===== config.mk =====
export PLATFORM = sky130hd
export DESIGN_NAME = alu_control_mdu
export DESIGN_NICKNAME = d
export VERILOG_FILES = /design/src/rtl/alu_control_mdu.sv
export SDC_FILE = /design/constraint.sdc
export NUM_CORES = 1
export LEC_CHECK = 0
export ABC_AREA = 0
export CAP_MARGIN = 20
export CORE_ASPECT_RATIO = 1.5
export CORE_MARGIN = 4
export CORE_UTILIZATION = 40
export CTS_BUF_LIST = sky130_fd_sc_hd__clkbuf_4
export CTS_CLUSTER_DIAMETER = 40
export DETAILED_ROUTE_END_ITERATION = 16
export PLACE_DENSITY = 0.61
export SETUP_SLACK_MARGIN = 0.3
export SLEW_MARGIN = 10
export SYNTH_ARGS = -nofsm -noshare
export SYNTH_HDL_FRONTEND = slang
export SYNTH_SLANG_ARGS = --single-unit

===== constraint.sdc =====
create_clock -name clk -period 7.7 [get_ports clk]
set_input_delay 0.77 -clock clk [delete_from_list [all_inputs] [get_ports clk]]
set_output_delay 0.77 -clock clk [all_outputs]
set_load 0.005 [all_outputs]

===== src/rtl/alu_control_mdu.sv =====
// ALUOp/funct decode to a 4-bit ALU control word, plus an iterative RV32M multiply/divide unit.
// Define ALU_CTRL_DIV_EN to build in div/divu/rem/remu; otherwise those encodings decode as illegal.
module alu_control_mdu #(
  parameter int XLEN = 32
) (
  input  logic            clk,
  input  logic            rst,
  input  logic            in_valid,
  input  logic [1:0]      ALUOp,
  input  logic [6:0]      funct7,
  input  logic [2:0]      funct3,
  input  logic [XLEN-1:0] rs1,
  input  logic [XLEN-1:0] rs2,
  output logic [3:0]      ALU_control,
  output logic            illegal,
  output logic            stall,
  output logic            md_busy,
  output logic            md_done,
  output logic [XLEN-1:0] md_result
);
  localparam int CW = $clog2(XLEN + 1);
  localparam logic [6:0] F7_BASE = 7'b0000000;
  localparam logic [6:0] F7_ALT  = 7'b0100000;
  localparam logic [6:0] F7_MUL  = 7'b0000001;
  localparam logic [3:0] C_ADD = 4'b0010, C_SUB = 4'b0110, C_XOR = 4'b0111, C_OR  = 4'b0001;
  localparam logic [3:0] C_AND = 4'b0000, C_SLL = 4'b0011, C_SRL = 4'b1000, C_SRA = 4'b1010;
  localparam logic [3:0] C_SLT = 4'b0100, C_SLTU = 4'b0101, C_MDU = 4'b1100, C_ILL = 4'b1111;

  typedef enum logic [1:0] {IDLE, RUN, DONE} state_t;

  state_t            state_reg, state_next;
  logic [CW-1:0]     count_reg;
  logic [XLEN-1:0]   hi_reg, lo_reg, opnd_reg;
  logic [2:0]        op_reg;
  logic              neg_reg;
  logic              md_busy_reg, md_done_reg;
  logic [XLEN-1:0]   md_result_reg;

  logic [3:0]        base_code;
  logic              m_op;

  // funct3 -> operation for the funct7=0 / I-type forms
  always_comb begin
    base_code = C_ADD;
    case (funct3)
      3'b000:  base_code = C_ADD;
      3'b001:  base_code = C_SLL;
      3'b010:  base_code = C_SLT;
      3'b011:  base_code = C_SLTU;
      3'b100:  base_code = C_XOR;
      3'b101:  base_code = C_SRL;
      3'b110:  base_code = C_OR;
      default: base_code = C_AND;
    endcase
  end

  always_comb begin
    ALU_control = C_ILL;
    m_op        = 1'b0;
    case (ALUOp)
      2'b00: ALU_control = C_ADD;
      2'b01: ALU_control = C_SUB;
      2'b10: begin
        if (funct7 == F7_BASE) begin
          ALU_control = base_code;
        end else if (funct7 == F7_ALT) begin
          if (funct3 == 3'b000)      ALU_control = C_SUB;
          else if (funct3 == 3'b101) ALU_control = C_SRA;
        end else if (funct7 == F7_MUL) begin
`ifdef ALU_CTRL_DIV_EN
          m_op = 1'b1;
`else
          m_op = !funct3[2];
`endif
          if (m_op) ALU_control = C_MDU;
        end
      end
      default: begin
        if (funct3 == 3'b001) begin
          if (funct7 == F7_BASE) ALU_control = C_SLL;
        end else if (funct3 == 3'b101) begin
          if (funct7 == F7_BASE)     ALU_control = C_SRL;
          else if (funct7 == F7_ALT) ALU_control = C_SRA;
        end else begin
          ALU_control = base_code;
        end
      end
    endcase
  end

  assign illegal = (ALU_control == C_ILL);

  logic            accept, a_signed, b_signed, a_neg, b_neg, neg_init;
  logic [XLEN-1:0] a_mag, b_mag;
  logic            special;
  logic [XLEN-1:0] special_result;

  assign accept   = (state_reg == IDLE) && in_valid && m_op;
  assign stall    = accept || (state_reg == RUN);
  assign a_signed = (funct3 == 3'b001) || (funct3 == 3'b010) || (funct3 == 3'b100) || (funct3 == 3'b110);
  assign b_signed = (funct3 == 3'b001) || (funct3 == 3'b100) || (funct3 == 3'b110);
  assign a_neg    = a_signed && rs1[XLEN-1];
  assign b_neg    = b_signed && rs2[XLEN-1];
  assign a_mag    = a_neg ? -rs1 : rs1;
  assign b_mag    = b_neg ? -rs2 : rs2;

`ifdef ALU_CTRL_DIV_EN
  logic div_zero, div_ovf;
  assign div_zero = funct3[2] && (rs2 == '0);
  assign div_ovf  = funct3[2] && !funct3[0] && (rs1 == {1'b1, {(XLEN-1){1'b0}}}) && (rs2 == '1);
  assign special  = div_zero || div_ovf;
  // Remainder takes the dividend's sign; quotient the XOR of both signs.
  assign neg_init = (funct3[2] && funct3[1]) ? a_neg : (a_neg ^ b_neg);
  always_comb begin
    if (funct3[1]) special_result = div_zero ? rs1 : '0;
    else           special_result = div_zero ? '1 : rs1;
  end
`else
  assign special        = 1'b0;
  assign neg_init       = a_neg ^ b_neg;
  assign special_result = '0;
`endif

  // One iteration: shift-add multiply or restoring divide over the shared hi/lo pair.
  logic [XLEN:0]   mul_sum;
  logic [XLEN-1:0] hi_step, lo_step;
`ifdef ALU_CTRL_DIV_EN
  logic [XLEN:0]   div_trial;
`endif
  always_comb begin
    mul_sum = {1'b0, hi_reg} + {1'b0, {XLEN{lo_reg[0]}} & opnd_reg};
    hi_step = mul_sum[XLEN:1];
    lo_step = {mul_sum[0], lo_reg[XLEN-1:1]};
`ifdef ALU_CTRL_DIV_EN
    div_trial = {hi_reg, lo_reg[XLEN-1]} - {1'b0, opnd_reg};
    if (op_reg[2]) begin
      hi_step = div_trial[XLEN] ? {hi_reg[XLEN-2:0], lo_reg[XLEN-1]} : div_trial[XLEN-1:0];
      lo_step = {lo_reg[XLEN-2:0], !div_trial[XLEN]};
    end
`endif
  end

  logic [2*XLEN-1:0] prod, prod_fix;
  logic [XLEN-1:0]   final_result;
`ifdef ALU_CTRL_DIV_EN
  logic [XLEN-1:0]   div_val;
`endif
  always_comb begin
    prod         = {hi_step, lo_step};
    prod_fix     = neg_reg ? -prod : prod;
    final_result = (op_reg == 3'b000) ? prod_fix[XLEN-1:0] : prod_fix[2*XLEN-1:XLEN];
`ifdef ALU_CTRL_DIV_EN
    div_val = op_reg[1] ? hi_step : lo_step;
    if (op_reg[2]) final_result = neg_reg ? -div_val : div_val;
`endif
  end

  always_comb begin
    state_next = state_reg;
    case (state_reg)
      IDLE:    if (accept) state_next = special ? DONE : RUN;
      RUN:     if (count_reg == CW'(1)) state_next = DONE;
      DONE:    state_next = IDLE;
      default: state_next = IDLE;
    endcase
  end

  always_ff @(posedge clk) begin
    if (rst) begin
      state_reg     <= IDLE;
      count_reg     <= '0;
      hi_reg        <= '0;
      lo_reg        <= '0;
      opnd_reg      <= '0;
      op_reg        <= '0;
      neg_reg       <= 1'b0;
      md_busy_reg   <= 1'b0;
      md_done_reg   <= 1'b0;
      md_result_reg <= '0;
    end else begin
      state_reg   <= state_next;
      md_busy_reg <= (state_next == RUN);
      md_done_reg <= (state_next == DONE);
      case (state_reg)
        IDLE: if (accept) begin
          op_reg    <= funct3;
          neg_reg   <= neg_init;
          count_reg <= CW'(XLEN);
          hi_reg    <= '0;
          // Divide keeps the dividend in lo and divisor in opnd; multiply the reverse.
          lo_reg    <= funct3[2] ? a_mag : b_mag;
          opnd_reg  <= funct3[2] ? b_mag : a_mag;
          if (special) md_result_reg <= special_result;
        end
        RUN: begin
          hi_reg    <= hi_step;
          lo_reg    <= lo_step;
          count_reg <= count_reg - CW'(1);
          if (count_reg == CW'(1)) md_result_reg <= final_result;
        end
        default: ;
      endcase
    end
  end

  assign md_busy   = md_busy_reg;
  assign md_done   = md_done_reg;
  assign md_result = md_result_reg;
endmodule


# == Word-level counts from Yosys, hierarchy flattened ==
# Index checks and enable logic that the tools add are counted.
# word_totals
reg_bits,142
in_bits,79
out_inout_bits,40
elab_cells,85
# classes
n_addsub,5
eq_ne,16
n_mux,32
n_bitwise,2
n_reduce_logical,20
# op_table
op,n
$mux W32,7
$pmux W32 S2,2
$mux W64,1
$neg A32 Y32,2
$neg A64 Y64,1
$add A32 B32 Y33,1
$and A32 B32 Y32,1
$pmux W4 S7,1
$mux W4,6
$pmux W4 S3,1
$pmux W6 S2,1
$eq A3 B3 Y1 const B,3
$mux W3,3
$mux W2,4
$eq A7 B1 Y1 const B,1
$eq A7 B6 Y1 const B,1
$logic_not A7 Y1,1
$eq A2 B1 Y1 const B,3
$eq A3 B2 Y1 const B,2
$eq A6 B1 Y1 const B,1
$logic_not A3 Y1,2
$logic_or A1 B1 Y1,6
$mux W6,1
$reduce_and A2 Y1,3
other kinds (12),20

# == Depth between registers and ports, before layout ==
# Gate-level depths: netlist of run 1.
# depth
word_depth,9
depth_mapped,16
ltp_nobuf,14

# == Worst setup path before layout of run 1 ==
# Ideal clock, no wire load.
# synth_path
path_type,register -> register
start,register lo_reg[0]
end,register md_result_reg[26] (netlist: md_result[26])
setup_ns,0.131
t_arrival_ns,3.957
required_ns,7.569
slack_ns,3.612
path_stages_with_launch,17
path_buffers,2
period_less_slack_ns,4.088
path_cell_list,dfxtp_1 > clkbuf_1 > and2_1 > ha_1 > fa_1 > a211oi_2 > o21ai_2 > a22o_1 > o21a_1 > o31a_1 > xor2_2 > or4_1 > buf_2 > or2_1 > o21ai_0 > xor2_1 > o22ai_1
# synth_via
elab_chain_len,5
# synth_lines
element,line_no,rtl
from (decl),33,"logic [XLEN-1:0] hi_reg, lo_reg, opnd_reg;"
from (signal assigned),191,lo_reg <= funct3[2] ? a_mag : b_mag;
from (signal assigned),197,lo_reg <= lo_step;
$and A32 B32 Y32 (*),131,"mul_sum = {1'b0, hi_reg} + {1'b0, {XLEN{lo_reg[0]}} & opnd_reg};"
$add A32 B32 Y33 (*),131,
$neg A64 Y64,150,prod_fix = neg_reg ? -prod : prod;
$mux W64 (*),150,
$mux W32 (*),151,final_result = (op_reg == 3'b000) ? prod_fix[XLEN-1:0] : prod_fix[2*XLEN-1:XLEN];
to (signal assigned),193,if (special) md_result_reg <= special_result;
to (signal assigned),199,if (count_reg == CW'(1)) md_result_reg <= final_result;
to (decl),37,logic [XLEN-1:0] md_result_reg;
# Mark *: on every way between the ends. The rest lies on a longest branch, timed or not.
# A chain may end at the register's enable or synchronous reset.

# == Worst setup path after layout of run 1 ==
# Ends and elaborated chain as after synthesis.

==> metrics.txt, run 1 <==
# TYPE chip_impl_metric gauge
chip_impl_metric{name="drt_first_pass_iters",unit=""} 5
chip_impl_metric{name="critical_path_buf_inv_count",unit=""} 0
chip_impl_metric{name="mappedNetlistNets",unit=""} 1638
chip_impl_metric{name="drt_wl_total",unit="mm"} 36.22
chip_impl_metric{name="max_freq",unit="MHz"} 200.7
chip_impl_metric{name="grtUsageTotal",unit="%"} 23.27
chip_impl_metric{name="synth_cell_types",unit=""} 82
chip_impl_metric{name="fillCellCount",unit=""} 2807
chip_impl_info{name="clk_root_buffer_cell",value="clkbuf_4"} 1
chip_impl_info{name="synth_flop_cell",value="dfxtp_1"} 1
chip_impl_metric{name="cts_hold_buffers",unit=""} 0
chip_impl_metric{name="cts.path.max_buffers",unit=""} 2
chip_impl_info{name="critPathMostFrequentCell",value="and2_1"} 1
chip_impl_metric{name="antenna_violating_nets_post_route",unit=""} 0
chip_impl_metric{name="setup_violations",unit=""} 0
chip_impl_metric{name="cts_made_buffers",unit=""} 17
chip_impl_metric{name="clk_pin_slew_worst_paths",unit="ns"} 0.14
chip_impl_info{name="critPathSlowestCell",value="dfxtp_1"} 1
chip_impl_metric{name="vias",unit=""} 11430
chip_impl_metric{name="global_route.overflow_total",unit=""} 0
chip_impl_metric{name="clock-skew-final",unit="ns"} 0.01850
chip_impl_metric{name="post_cts_resize_count",unit=""} 0
chip_impl_metric{name="synth-edff-count",unit=""} 0
chip_impl_info{name="critical_path.top_delay_family",value="simple AND/OR/NAND/NOR gates"} 1
chip_impl_metric{name="first_iter_violations",unit=""} 868
chip_impl_metric{name="drv.max_cap_violation_count",unit=""} 0
chip_impl_metric{name="place.gp.congestion",unit=""} 0.9283
chip_impl_metric{name="syn-instance-count",unit=""} 1521
chip_impl_metric{name="worst_path_largest_cell_delay",unit="ns"} 0.66
chip_impl_metric{name="grt_start_max_net_pins",unit=""} 91
chip_impl_info{name="post-synth-top-area-cell",value="dfxtp_1"} 1
chip_impl_info{name="holdCritStartpoint",value="opnd_reg[26]$_SDFFE_PP0P_"} 1
chip_impl_metric{name="layout_worst_path_cycle_share",unit="%"} 64.71
chip_impl_metric{name="placeableCoreArea",unit="sq um"} 27130
chip_impl_metric{name="synth.avg_cell_area",unit="sq um"} 7.228
chip_impl_info{name="setup_repair_after_global_routing_missed_its_margin",value="false"} 1
chip_impl_info{name="end_point_of_the_worst_hold_path",value="opnd_reg[26]$_SDFFE_PP0P_"} 1
chip_impl_metric{name="area_growth_from_synthesis_to_layout",unit="%"} 14.67
chip_impl_metric{name="die_width",unit="microns"} 143.4
chip_impl_info{name="endpoint_kind",value="register"} 1
chip_impl_info{name="final_common_cell",value="nand2_1"} 1
chip_impl_metric{name="die-area",unit="sq um"} 30250
chip_impl_metric{name="hold_viol",unit=""} 0
chip_impl_metric{name="timing.max_slew.rel_slack",unit="%"} 31.00
chip_impl_metric{name="first_global_vias",unit=""} 10410
chip_impl_metric{name="vias_per_cell",unit=""} 5.951
chip_impl_metric{name="num_io_pins",unit=""} 119
chip_impl_metric{name="setup_total_negative_slack",unit="ns"} 0
chip_impl_info{name="tritoncts",value="done"} 1
chip_impl_metric{name="min_period",unit="ns"} 4.983
chip_impl_info{name="sort_of_element_at_the_start_of_the_critical_path",value="register"} 1
chip_impl_metric{name="multi_input_combinational_cell_area",unit="sq um"} 7667
chip_impl_metric{name="reg2reg_setup_slack",unit="ns"} 2.72
chip_impl_metric{name="postSynthRegisterBits",unit=""} 142
chip_impl_metric{name="hold_path_depth",unit=""} 2
chip_impl_metric{name="grt_first_pass_wirelength",unit="mm"} 56.19
chip_impl_metric{name="layout.area.seq",unit="sq um"} 2844
chip_impl_info{name="yosys-top-cells-area",value="dfxtp_1, a21oi_1, nand2_1"} 1
chip_impl_metric{name="cp_data_arrival_time",unit="ns"} 5.45
chip_impl_metric{name="hpwlAfterDp",unit="mm"} 27.11
chip_impl_metric{name="cts.repair_timing.setup_buffer_count",unit=""} 0
chip_impl_info{name="run_status",value="finished, final reports clean"} 1
chip_impl_metric{name="power.density_cell_area",unit="nW/um^2"} 113.7
chip_impl_metric{name="drc",unit=""} 0
chip_impl_metric{name="dieHeight",unit="microns"} 211.0
chip_impl_info{name="crit-reg2reg-capture",value="md_result[26]$_SDFFE_PP0P_"} 1
chip_impl_metric{name="register_area_share_after_synthesis",unit="%"} 25.86
chip_impl_info{name="crit_chain",value="and2_1 -> ha_1 -> fa_1 -> a211oi_2 -> o211ai_1 -> and2_1 -> or3_1 -> a221oi_1 -> nand4_1 -> nand4bb_1 -> or2_1 -> o21ai_0 -> xor2_1 -> o22ai_1"} 1
chip_impl_metric{name="port_buffers",unit=""} 118
chip_impl_info{name="crit_type",value="reg2reg"} 1
chip_impl_info{name="layout_common_cells",value="nand2_1, nor2_1, a21oi_1"} 1
chip_impl_metric{name="nets",unit=""} 1682
chip_impl_metric{name="row_count",unit=""} 74
chip_impl_metric{name="synth-async-reset-ratio",unit="%"} 0
chip_impl_metric{name="htree_levels",unit=""} 4
chip_impl_metric{name="static-leakage-power",unit="nW"} 4.623
chip_impl_metric{name="wl_per_cell",unit="microns"} 18.85
chip_impl_metric{name="syn-cell-area",unit="sq um"} 10990
chip_impl_metric{name="peakVddDrop",unit="uV"} 90.63
chip_impl_metric{name="synth_top_area_share",unit="%"} 25.86
chip_impl_metric{name="clock_sink_count",unit=""} 142
chip_impl_metric{name="clk_latency",unit="ns"} 0.58
chip_impl_metric{name="path_max_fanout",unit=""} 33
chip_impl_metric{name="tightestPinTransition",unit="ns"} 1.022
chip_impl_metric{name="drive_gt1_share",unit="%"} 5.450
chip_impl_metric{name="timing.reg2reg.worst_path_depth",unit=""} 14
chip_impl_metric{name="finalMaxSlewViolations",unit=""} 0
chip_impl_info{name="regToRegStartpoint",value="lo_reg[0]$_SDFFE_PP0P_"} 1
chip_impl_metric{name="grt_antenna_before_repair",unit=""} 1
chip_impl_metric{name="initial_utilization",unit="%"} 40.52
chip_impl_info{name="type_of_the_most_critical_hold_path",value="reg2reg"} 1
chip_impl_metric{name="final_core_utilization",unit="%"} 46.47
chip_impl_metric{name="worst_ep_required_time",unit="ns"} 8.16
chip_impl_metric{name="synth.yosys.warnings",unit=""} 0
==> report_power, final <==
group / switching (mW) / leakage (nW) / internal, mW / total [mW]
Sequential: 0.000295 / 1.14 / 0.735 / 0.735
Combinational: 0.0745 / 3.32 / 0.0692 / 0.144
Clock: 0.319 / 0.164 / 0.236 / 0.554
==> routing by layer <==
layer / vias to the layer above / GRT usage [%] / routed length (microns)
met1: 5380 / 28.30 / 14660
met4: 0 / 11.79 / 1900
met5: - / 0 / 0
li1: 5661 / - / -
met2: 315 / 40.30 / 18290
met3: 76 / 2.559 / 1367
==> metrics by stage <==
stage	std cells	area [sq um]	setup WS, ns	hold WS, ns	power (mW)
2_1_floorplan	1521	10990	3.612	0.4273	0.8228
3_3_place_gp	1888	12290	2.848	0.4423	0.8954
3_5_place_dp	1888	12290	2.694	0.4402	0.8958
4_1_cts	1920	12600	2.663	0.4593	1.449
5_1_grt	1921	12610	2.300	0.4738	1.489
6_report	1921	12610	2.717	0.4584	1.433
==> kinds of logic after synthesis <==
logic type               synth area share, %
AND/OR/NAND/NOR                        27.56
AO/OA/AOI/OAI                          29.14
flip-flops                             25.86
buffers and inverters                  4.564
XOR/XNOR                               7.717
adder cells (fa/ha/maj)                4.393
multiplexers                          0.7739
==> worst reg2reg max path, delay by kind of cell (launching register included) <==
family / cells / cell delay (ns)
flip-flops: 1 / 0.66
AND/OR/NAND/NOR: 6 / 1.93
XOR/XNOR: 1 / 0.19
adder cells (fa/ha/maj): 2 / 0.73
AO/OA/AOI/OAI: 5 / 1.37
==> how the worst max path moves through the flow <==
stage,startpoint,end,slack (ns),cells past startpoint
finish,lo_reg[0]$_SDFFE_PP0P_,md_result[26]$_SDFFE_PP0P_,2.72,14
global route,lo_reg[0]$_SDFFE_PP0P_,md_result[26]$_SDFFE_PP0P_,2.30,14
CTS,lo_reg[0]$_SDFFE_PP0P_,md_result[26]$_SDFFE_PP0P_,2.66,14
detailed placement,lo_reg[0]$_SDFFE_PP0P_,md_result[26]$_SDFFE_PP0P_,2.69,14
global placement,lo_reg[0]$_SDFFE_PP0P_,md_result[24]$_SDFFE_PP0P_,2.85,14
floorplan,lo_reg[0]$_SDFFE_PP0P_,md_result[26]$_SDFFE_PP0P_,3.61,16
==> synthesized netlist by cell type, types with 4 or more instances <==
cell type  count
nand2_1      185
nor2_1       173
a21oi_1      155
dfxtp_1      142
clkbuf_1      93
o21ai_0       83
and2_1        55
xnor2_1       51
nor3_1        45
xor2_1        44
a211oi_1      39
nand3_1       39
ha_1          37
a22oi_1       33
a31oi_1       29
or3_1         22
o31ai_1       20
inv_1         19
nand4_1       15
o211ai_1      15
or4_1         14
and3_1        12
nor4_1        12
a21o_1        11
a221oi_1      11
a311oi_1      11
nand2b_1      11
o21a_1        10
nor3b_1        7
or2_2          7
a211o_1        5
nor2b_1        5
o311ai_0       5
o41ai_1        5
a2111oi_0      4
a31o_2         4
and4_1         4
buf_1          4
mux2i_1        4
nand3b_1       4
nor4_2         4
o21bai_1       4
==> final cells by class <==
class,count,area share (%)
sequential,142,22.56
clock buffer,18,1.072
timing repair buffer,131,10.12
inverter,19,0.5658
clock inverter,14,1.439
antenna,1,0.01985
tap,342,3.395
multi-input combinational,1254,60.82
(Power assumes the default switching activity.)
==> run 2, diff against run 1 <==
==> constraint.sdc (replaced) <==
create_clock -name clk -period 4.65 [get_ports clk]
set_input_delay 0.465 -clock clk [delete_from_list [all_inputs] [get_ports clk]]
set_output_delay 0.465 -clock clk [all_outputs]
set_load 0.005 [all_outputs]
==> run 2 against run 1 <==
Compared with the run above: setup slack lost 2.3 ns; power grew 68%; sequential cell count is the same; count of clock-buffer cells in the layout is the same; via count grew 0.58%; largest cell class unchanged; register-to-register slack lost 2.3 ns; die area is the same.
==> metrics.txt, run 2 (synthesis results as in run 1) <==
# TYPE chip_impl_metric gauge
chip_impl_metric{name="tightestPinTransition",unit="ns"} 1.022
chip_impl_metric{name="area_growth_from_synthesis_to_layout",unit="%"} 17.39
chip_impl_metric{name="row_count",unit=""} 74
chip_impl_metric{name="grt_antenna_before_repair",unit=""} 1
chip_impl_info{name="type_of_the_most_critical_hold_path",value="in2reg"} 1
chip_impl_info{name="clk_root_buffer_cell",value="clkbuf_4"} 1
chip_impl_metric{name="grtUsageTotal",unit="%"} 24.16
chip_impl_metric{name="place_worst_setup_slack",unit="ns"} 0.1838
chip_impl_metric{name="timing.reg2reg.worst_path_depth",unit=""} 15
chip_impl_metric{name="nets",unit=""} 1710
chip_impl_info{name="crit_chain",value="and2_1 -> ha_1 -> fa_2 -> a211oi_4 -> buf_4 -> o211a_1 -> or4_1 -> o311a_1 -> and4_2 -> o2111ai_2 -> nand3b_4 -> nor3_1 -> mux2_2 -> o211ai_1 -> a21oi_1"} 1
chip_impl_metric{name="static-leakage-power",unit="nW"} 4.785
chip_impl_metric{name="drt_first_pass_iters",unit=""} 5
chip_impl_metric{name="peakVddDrop",unit="uV"} 167.5
chip_impl_metric{name="grt_start_max_net_pins",unit=""} 90
chip_impl_info{name="layout_common_cells",value="nand2_1, nor2_1, a21oi_1"} 1
chip_impl_metric{name="max_freq",unit="MHz"} 238.6
chip_impl_metric{name="first_global_vias",unit=""} 10850
chip_impl_metric{name="hold_viol",unit=""} 0
chip_impl_metric{name="drive_gt1_share",unit="%"} 7.783
chip_impl_metric{name="placeableCoreArea",unit="sq um"} 27130
chip_impl_metric{name="clock-skew-final",unit="ns"} 0.02667
chip_impl_metric{name="num_io_pins",unit=""} 119
chip_impl_metric{name="cp_data_arrival_time",unit="ns"} 4.66
chip_impl_metric{name="clk_pin_slew_worst_paths",unit="ns"} 0.15
chip_impl_metric{name="global_route.overflow_total",unit=""} 0
chip_impl_info{name="sort_of_element_at_the_start_of_the_critical_path",value="register"} 1
chip_impl_metric{name="clock_sink_count",unit=""} 142
chip_impl_metric{name="place.gp.congestion",unit=""} 0.9525
chip_impl_metric{name="met2RoutedLength",unit="mm"} 19.26
chip_impl_metric{name="antenna_violating_nets_post_route",unit=""} 0
chip_impl_metric{name="clk_latency",unit="ns"} 0.60
chip_impl_metric{name="drv.max_cap_violation_count",unit=""} 0
chip_impl_info{name="final_common_cell",value="nand2_1"} 1
chip_impl_metric{name="min_period",unit="ns"} 4.192
chip_impl_metric{name="path_max_fanout",unit=""} 12
chip_impl_metric{name="die-area",unit="sq um"} 30250
chip_impl_metric{name="worst_ep_required_time",unit="ns"} 5.12
chip_impl_info{name="run_status",value="finished, final reports clean"} 1
chip_impl_metric{name="power.density_cell_area",unit="nW/um^2"} 186.3
chip_impl_metric{name="grt_first_pass_wirelength",unit="mm"} 58.34
chip_impl_metric{name="hold_path_depth",unit=""} 2
chip_impl_info{name="endpoint_kind",value="register"} 1
chip_impl_info{name="setup_repair_after_global_routing_missed_its_margin",value="false"} 1
chip_impl_metric{name="cts.path.max_buffers",unit=""} 2
chip_impl_metric{name="layout_worst_path_cycle_share",unit="%"} 90.14
chip_impl_metric{name="dieHeight",unit="microns"} 211.0
chip_impl_metric{name="drt_wl_total",unit="mm"} 37.16
chip_impl_metric{name="setup_violations",unit=""} 0
chip_impl_metric{name="postLayoutSetupSlackWorst",unit="ns"} 0.4584
chip_impl_metric{name="first_iter_violations",unit=""} 832
chip_impl_metric{name="drc",unit=""} 0
chip_impl_metric{name="worst_path_largest_cell_delay",unit="ns"} 0.44
chip_impl_metric{name="finalMaxSlewViolations",unit=""} 0
chip_impl_metric{name="timing.hold.ws",unit="ns"} 0.3476
chip_impl_metric{name="dr_wl_met3",unit="mm"} 1.462
chip_impl_metric{name="hpwlAfterDp",unit="mm"} 28.36
chip_impl_info{name="critPathSlowestCell",value="fa_2"} 1
chip_impl_metric{name="setup_total_negative_slack",unit="ns"} 0
chip_impl_metric{name="die_width",unit="microns"} 143.4
chip_impl_metric{name="cts_made_buffers",unit=""} 17
chip_impl_metric{name="vias_per_cell",unit=""} 5.899
chip_impl_info{name="tritoncts",value="done"} 1
chip_impl_info{name="dr_top_layer",value="met4"} 1
chip_impl_metric{name="vias",unit=""} 11500
chip_impl_info{name="crit_type",value="reg2reg"} 1
chip_impl_metric{name="timing.max_slew.rel_slack",unit="%"} 31.86
chip_impl_metric{name="port_buffers",unit=""} 118
chip_impl_metric{name="htree_levels",unit=""} 4
chip_impl_metric{name="wl_per_cell",unit="microns"} 19.07
chip_impl_metric{name="initial_utilization",unit="%"} 40.52
chip_impl_metric{name="wl_met1",unit="mm"} 14.99
[run 2: where the power goes]
group	switching [mW]	internal, mW
logic	0.123	0.116
clock network	0.515	0.433
registers	0.000554	1.22
total	0.639	1.77
[run 2: final timing paths]
path / to / slack (ns) / from
min: hi_reg[28]$_SDFFE_PP0P_ / 0.35 / rst
max reg2reg: md_result[23]$_SDFFE_PP0P_ / 0.46 / lo_reg[0]$_SDFFE_PP0P_
min reg2reg: opnd_reg[30]$_SDFFE_PP0P_ / 0.46 / opnd_reg[30]$_SDFFE_PP0P_
max: md_result[23]$_SDFFE_PP0P_ / 0.46 / lo_reg[0]$_SDFFE_PP0P_
[run 2: worst max-delay path, delay by kind of cell (launching register included)]
kind	cells	cell delay, ns
AOI/OAI and AO/OA	6	1.21
adders and majority gates	2	0.68
buffers and inverters	1	0.16
DFF	1	0.42
muxes	1	0.35
and+or+nand+nor	5	1.22
[run 2: area by class of cell]
type	count	area, sq um
fillers	2790	14220
clock buffers	18	135.1
inverters	19	71.32
repair buffers	159	1499
multi-input cells	1254	7732
clock inverters	14	188.9
diodes	1	2.502
well taps	342	427.9
flip-flops and latches	142	2848
[run 2: timing repair]
item / 4_1_cts / 5_1_grt
hold buffers: 0 / 0
resized for setup: 4 / 15
buffers inserted: 0 / 7
pin swaps: 1 / 5
setup endpoints to repair: 9 / 15
[run 2: per-layer routing]
layer / global-route usage [%] / up-vias
li1: - / 5727
met1: 29.01 / 5401
met2: 43.43 / 315
met3: 2.537 / 55
met4: 10.14 / 0
met5: 0 / -
[run 2: through the flow]
step | utilization (%) | total power [mW] | area (sq um) | cells
finish | 47.57 | 2.404 | 12900 | 1949
global route | 47.57 | 2.497 | 12900 | 1949
CTS | 47.22 | 2.428 | 12810 | 1941
detailed placement | 45.92 | 1.484 | 12460 | 1909
global placement | 45.92 | 1.483 | 12460 | 1909
floorplan | - | 1.362 | 10990 | 1521
==> run 3, diff against run 2 <==
--- a/config.mk
+++ b/config.mk
@@ -9,11 +9,11 @@
 export CAP_MARGIN = 20
 export CORE_ASPECT_RATIO = 1.5
 export CORE_MARGIN = 4
-export CORE_UTILIZATION = 40
+export CORE_UTILIZATION = 51
 export CTS_BUF_LIST = sky130_fd_sc_hd__clkbuf_4
 export CTS_CLUSTER_DIAMETER = 40
 export DETAILED_ROUTE_END_ITERATION = 16
-export PLACE_DENSITY = 0.61
+export PLACE_DENSITY = 0.77
 export SETUP_SLACK_MARGIN = 0.3
 export SLEW_MARGIN = 10
 export SYNTH_ARGS = -nofsm -noshare
==> constraint.sdc (replaced) <==
create_clock -name clk -period 3.8 [get_ports clk]
set_input_delay 0.38 -clock clk [delete_from_list [all_inputs] [get_ports clk]]
set_output_delay 0.38 -clock clk [all_outputs]
set_load 0.005 [all_outputs]
==> run 3 against run 2 <==
Compared with the run above: the flow now finishes with violations (negative setup slack); power is 16% higher; sequential share of layout area is 2.0 points lower; combinational power rose by 25%; final cell count up 1.8%; wire length down 1.3%; register-to-register slack got worse by 0.55 ns; non-clock buffer count rose by 109; fmax rose by 7.6%; setup slack lost 0.55 ns; via count grew 6.0%; largest cell class unchanged.
==> metrics.txt, run 3 (synthesis results as in run 1) <==
# TYPE chip_impl_metric gauge
chip_impl_metric{name="hpwlAfterDp",unit="mm"} 27.58
chip_impl_info{name="crit_chain",value="and2_4 -> ha_4 -> fa_2 -> a211oi_4 -> o21ai_2 -> a22o_1 -> o21a_1 -> or3_4 -> a2111oi_4 -> buf_4 -> nand4bb_4 -> buf_6 -> o41ai_4 -> xnor2_1 -> o211ai_1 -> a21oi_1"} 1
chip_impl_info{name="clk_root_buffer_cell",value="clkbuf_4"} 1
chip_impl_metric{name="share_seq_of_total_power",unit="%"} 53.3
chip_impl_metric{name="setup_total_negative_slack",unit="ns"} -0.4594
chip_impl_metric{name="drc",unit=""} 0
chip_impl_info{name="layout_common_cells",value="nand2_1, nor2_1, a21oi_1"} 1
chip_impl_info{name="setup_repair_after_global_routing_missed_its_margin",value="true"} 1
chip_impl_metric{name="p_total",unit="mW"} 2.795
chip_impl_metric{name="wl_per_cell",unit="microns"} 18.48
chip_impl_metric{name="drive_gt1_share",unit="%"} 17.49
chip_impl_metric{name="min_period",unit="ns"} 3.897
chip_impl_metric{name="place.gp.congestion",unit=""} 0.9937
chip_impl_metric{name="netSwitchingPower",unit="mW"} 0.7549
chip_impl_info{name="run_status",value="finished, violations left"} 1
chip_impl_metric{name="placeableCoreArea",unit="sq um"} 21150
chip_impl_info{name="regToRegStartpoint",value="lo_reg[0]$_SDFFE_PP0P_"} 1
chip_impl_metric{name="port_buffers",unit=""} 118
chip_impl_metric{name="vias",unit=""} 12190
chip_impl_metric{name="grtUsageTotal",unit="%"} 29.06
chip_impl_metric{name="grt_antenna_before_repair",unit=""} 2
chip_impl_metric{name="first_iter_violations",unit=""} 1149
chip_impl_metric{name="tightestPinTransition",unit="ns"} 1.074
chip_impl_metric{name="path_max_fanout",unit=""} 8
chip_impl_metric{name="setup_violations",unit=""} 10
chip_impl_metric{name="htree_levels",unit=""} 4
chip_impl_info{name="sort_of_element_at_the_start_of_the_critical_path",value="register"} 1
chip_impl_metric{name="reg2reg_setup_slack",unit="ns"} -0.1
chip_impl_metric{name="global_route.overflow_total",unit=""} 0
chip_impl_metric{name="drv.max_cap_violation_count",unit=""} 0
chip_impl_info{name="setup.worst_path.start",value="lo_reg[0]$_SDFFE_PP0P_"} 1
chip_impl_metric{name="hold_path_depth",unit=""} 2
chip_impl_metric{name="drt_wl_total",unit="mm"} 36.67
chip_impl_metric{name="nets",unit=""} 1819
chip_impl_metric{name="row_count",unit=""} 65
chip_impl_metric{name="clk_latency",unit="ns"} 0.60
chip_impl_metric{name="cp_data_arrival_time",unit="ns"} 4.39
chip_impl_metric{name="timing.max_slew.rel_slack",unit="%"} 28.42
chip_impl_info{name="crit_type",value="reg2reg"} 1
chip_impl_metric{name="drt_first_pass_iters",unit=""} 6
chip_impl_metric{name="clk_pin_slew_worst_paths",unit="ns"} 0.15
chip_impl_metric{name="first_global_vias",unit=""} 11350
chip_impl_metric{name="power.internal",unit="mW"} 2.040
chip_impl_metric{name="die_width",unit="microns"} 127.9
chip_impl_metric{name="grt_start_max_net_pins",unit=""} 90
chip_impl_metric{name="swShare",unit="%"} 27.01
chip_impl_metric{name="initial_utilization",unit="%"} 51.99
chip_impl_metric{name="worst_ep_required_time",unit="ns"} 4.29
chip_impl_info{name="holdCritStartpoint",value="rst"} 1
chip_impl_metric{name="clock-skew-final",unit="ns"} 0.03090
chip_impl_metric{name="timing.hold.ws",unit="ns"} 0.2151
chip_impl_metric{name="cts_made_buffers",unit=""} 17
chip_impl_metric{name="vias_per_cell",unit=""} 6.143
chip_impl_metric{name="power.combinational.fraction",unit="%"} 10.7
chip_impl_info{name="crit-reg2reg-capture",value="md_result[24]$_SDFFE_PP0P_"} 1
chip_impl_metric{name="cts.path.max_buffers",unit=""} 2
chip_impl_metric{name="finalMaxSlewViolations",unit=""} 0
chip_impl_metric{name="dpl-instance-area",unit="sq um"} 13120
chip_impl_metric{name="max_freq",unit="MHz"} 256.6
chip_impl_info{name="critPathSlowestCell",value="a2111oi_4"} 1
chip_impl_info{name="endpoint",value="md_result[24]$_SDFFE_PP0P_"} 1
chip_impl_metric{name="layout_worst_path_cycle_share",unit="%"} 102.5
chip_impl_metric{name="clock_power_share",unit="%"} 36.0
chip_impl_metric{name="final_area",unit="sq um"} 14190
chip_impl_metric{name="static-leakage-power",unit="nW"} 5.380
chip_impl_metric{name="peakVddDrop",unit="uV"} 217.4
chip_impl_metric{name="worst_path_largest_cell_delay",unit="ns"} 0.42
chip_impl_info{name="violated_checks",value="negative setup slack"} 1
chip_impl_metric{name="area_growth_from_synthesis_to_layout",unit="%"} 29.11
chip_impl_info{name="type_of_the_most_critical_hold_path",value="in2reg"} 1
chip_impl_info{name="final_common_cell",value="nand2_1"} 1
chip_impl_metric{name="hold_viol",unit=""} 0
chip_impl_metric{name="dieHeight",unit="microns"} 187.8
chip_impl_metric{name="timing.reg2reg.worst_path_depth",unit=""} 16
chip_impl_metric{name="power.density_cell_area",unit="nW/um^2"} 196.9
chip_impl_info{name="tritoncts",value="done"} 1
chip_impl_metric{name="num_io_pins",unit=""} 119
chip_impl_metric{name="clock_sink_count",unit=""} 142
chip_impl_metric{name="grt_first_pass_wirelength",unit="mm"} 56.70
chip_impl_info{name="endpoint_kind",value="register"} 1
chip_impl_metric{name="antenna_violating_nets_post_route",unit=""} 0
chip_impl_metric{name="die-area",unit="sq um"} 24020
chip_impl_metric{name="postLayoutSetupSlackWorst",unit="ns"} -0.09653
==> run 3: changes by cell type in the layout (fill, tap and decap cells not counted), sizes merged <==
cell      previous run  this run
buf                 42       151
clkinvlp             2         4
clkbuf              18        19
bufinv               4         2
clkinv               5         4
==> run 3: per-layer routing <==
metal  track usage (%)  up-vias  wire length, microns
met5                 0        -                     0
met4             16.71        0                  2071
met3             4.018      100                  1639
met2             50.83      425                 18740
met1             33.29     5731                 14230
li1                  -     5932                     -
==> run 3: power groups by stage <==
stage	sequential [mW]	combinational (mW)	clock (mW)
final	1.49	0.299	1.01
after global routing	1.49	0.327	1.08
after CTS	1.49	0.297	1.02
after detailed placement	1.52	0.295	0
after global placement	1.52	0.291	0
after floorplan	1.52	0.145	0
==> run 3: stage by stage <==
stage          setup WS, ns  std cells  util (%)
6_report           -0.09653       1984     67.12
5_1_grt             -0.2295       1984     67.12
4_1_cts             0.03223       1972     65.07
3_5_place_dp        -0.2088       1930     62.05
3_3_place_gp       -0.03308       1930     62.05
2_1_floorplan       -0.1390       1521         -
==> run 3: final cells by class <==
type / instances / area [sq um]
clock buffers: 19 / 142.6
inverters: 19 / 71.32
fillers: 1810 / 6952
repair buffers: 268 / 2362
well taps: 268 / 335.3
multi-input cells: 1254 / 8292
flip-flops and latches: 142 / 2850
diodes: 1 / 2.502
clock inverters: 13 / 137.6
==> run 3: worst min-delay path by stage <==
stage | slack [ns] | end
2_1_floorplan | 0.43 | opnd_reg[11]$_SDFFE_PP0P_
3_3_place_gp | 0.44 | opnd_reg[26]$_SDFFE_PP0P_
3_5_place_dp | 0.44 | opnd_reg[31]$_SDFFE_PP0P_
4_1_cts | 0.19 | lo_reg[31]$_SDFFE_PP0P_
5_1_grt | 0.22 | lo_reg[31]$_SDFFE_PP0P_
6_report | 0.22 | lo_reg[31]$_SDFFE_PP0P_
==> run 3: repair_timing <==
action,CTS,global route
pin swaps,42,45
cloned,0,0
endpoints found under the setup margin,23,24
hold buffers,0,0
resized for setup,56,65
setup buffers,10,11
==> run 3: worst max-delay path, delay by kind of cell, from the launching register on <==
family / cells / cell delay [ns]
compound gates: 8 / 1.77
flops: 1 / 0.39
buf+inv: 2 / 0.35
simple gates: 3 / 0.64
fa+ha+maj: 2 / 0.52
xor+xnor: 1 / 0.11
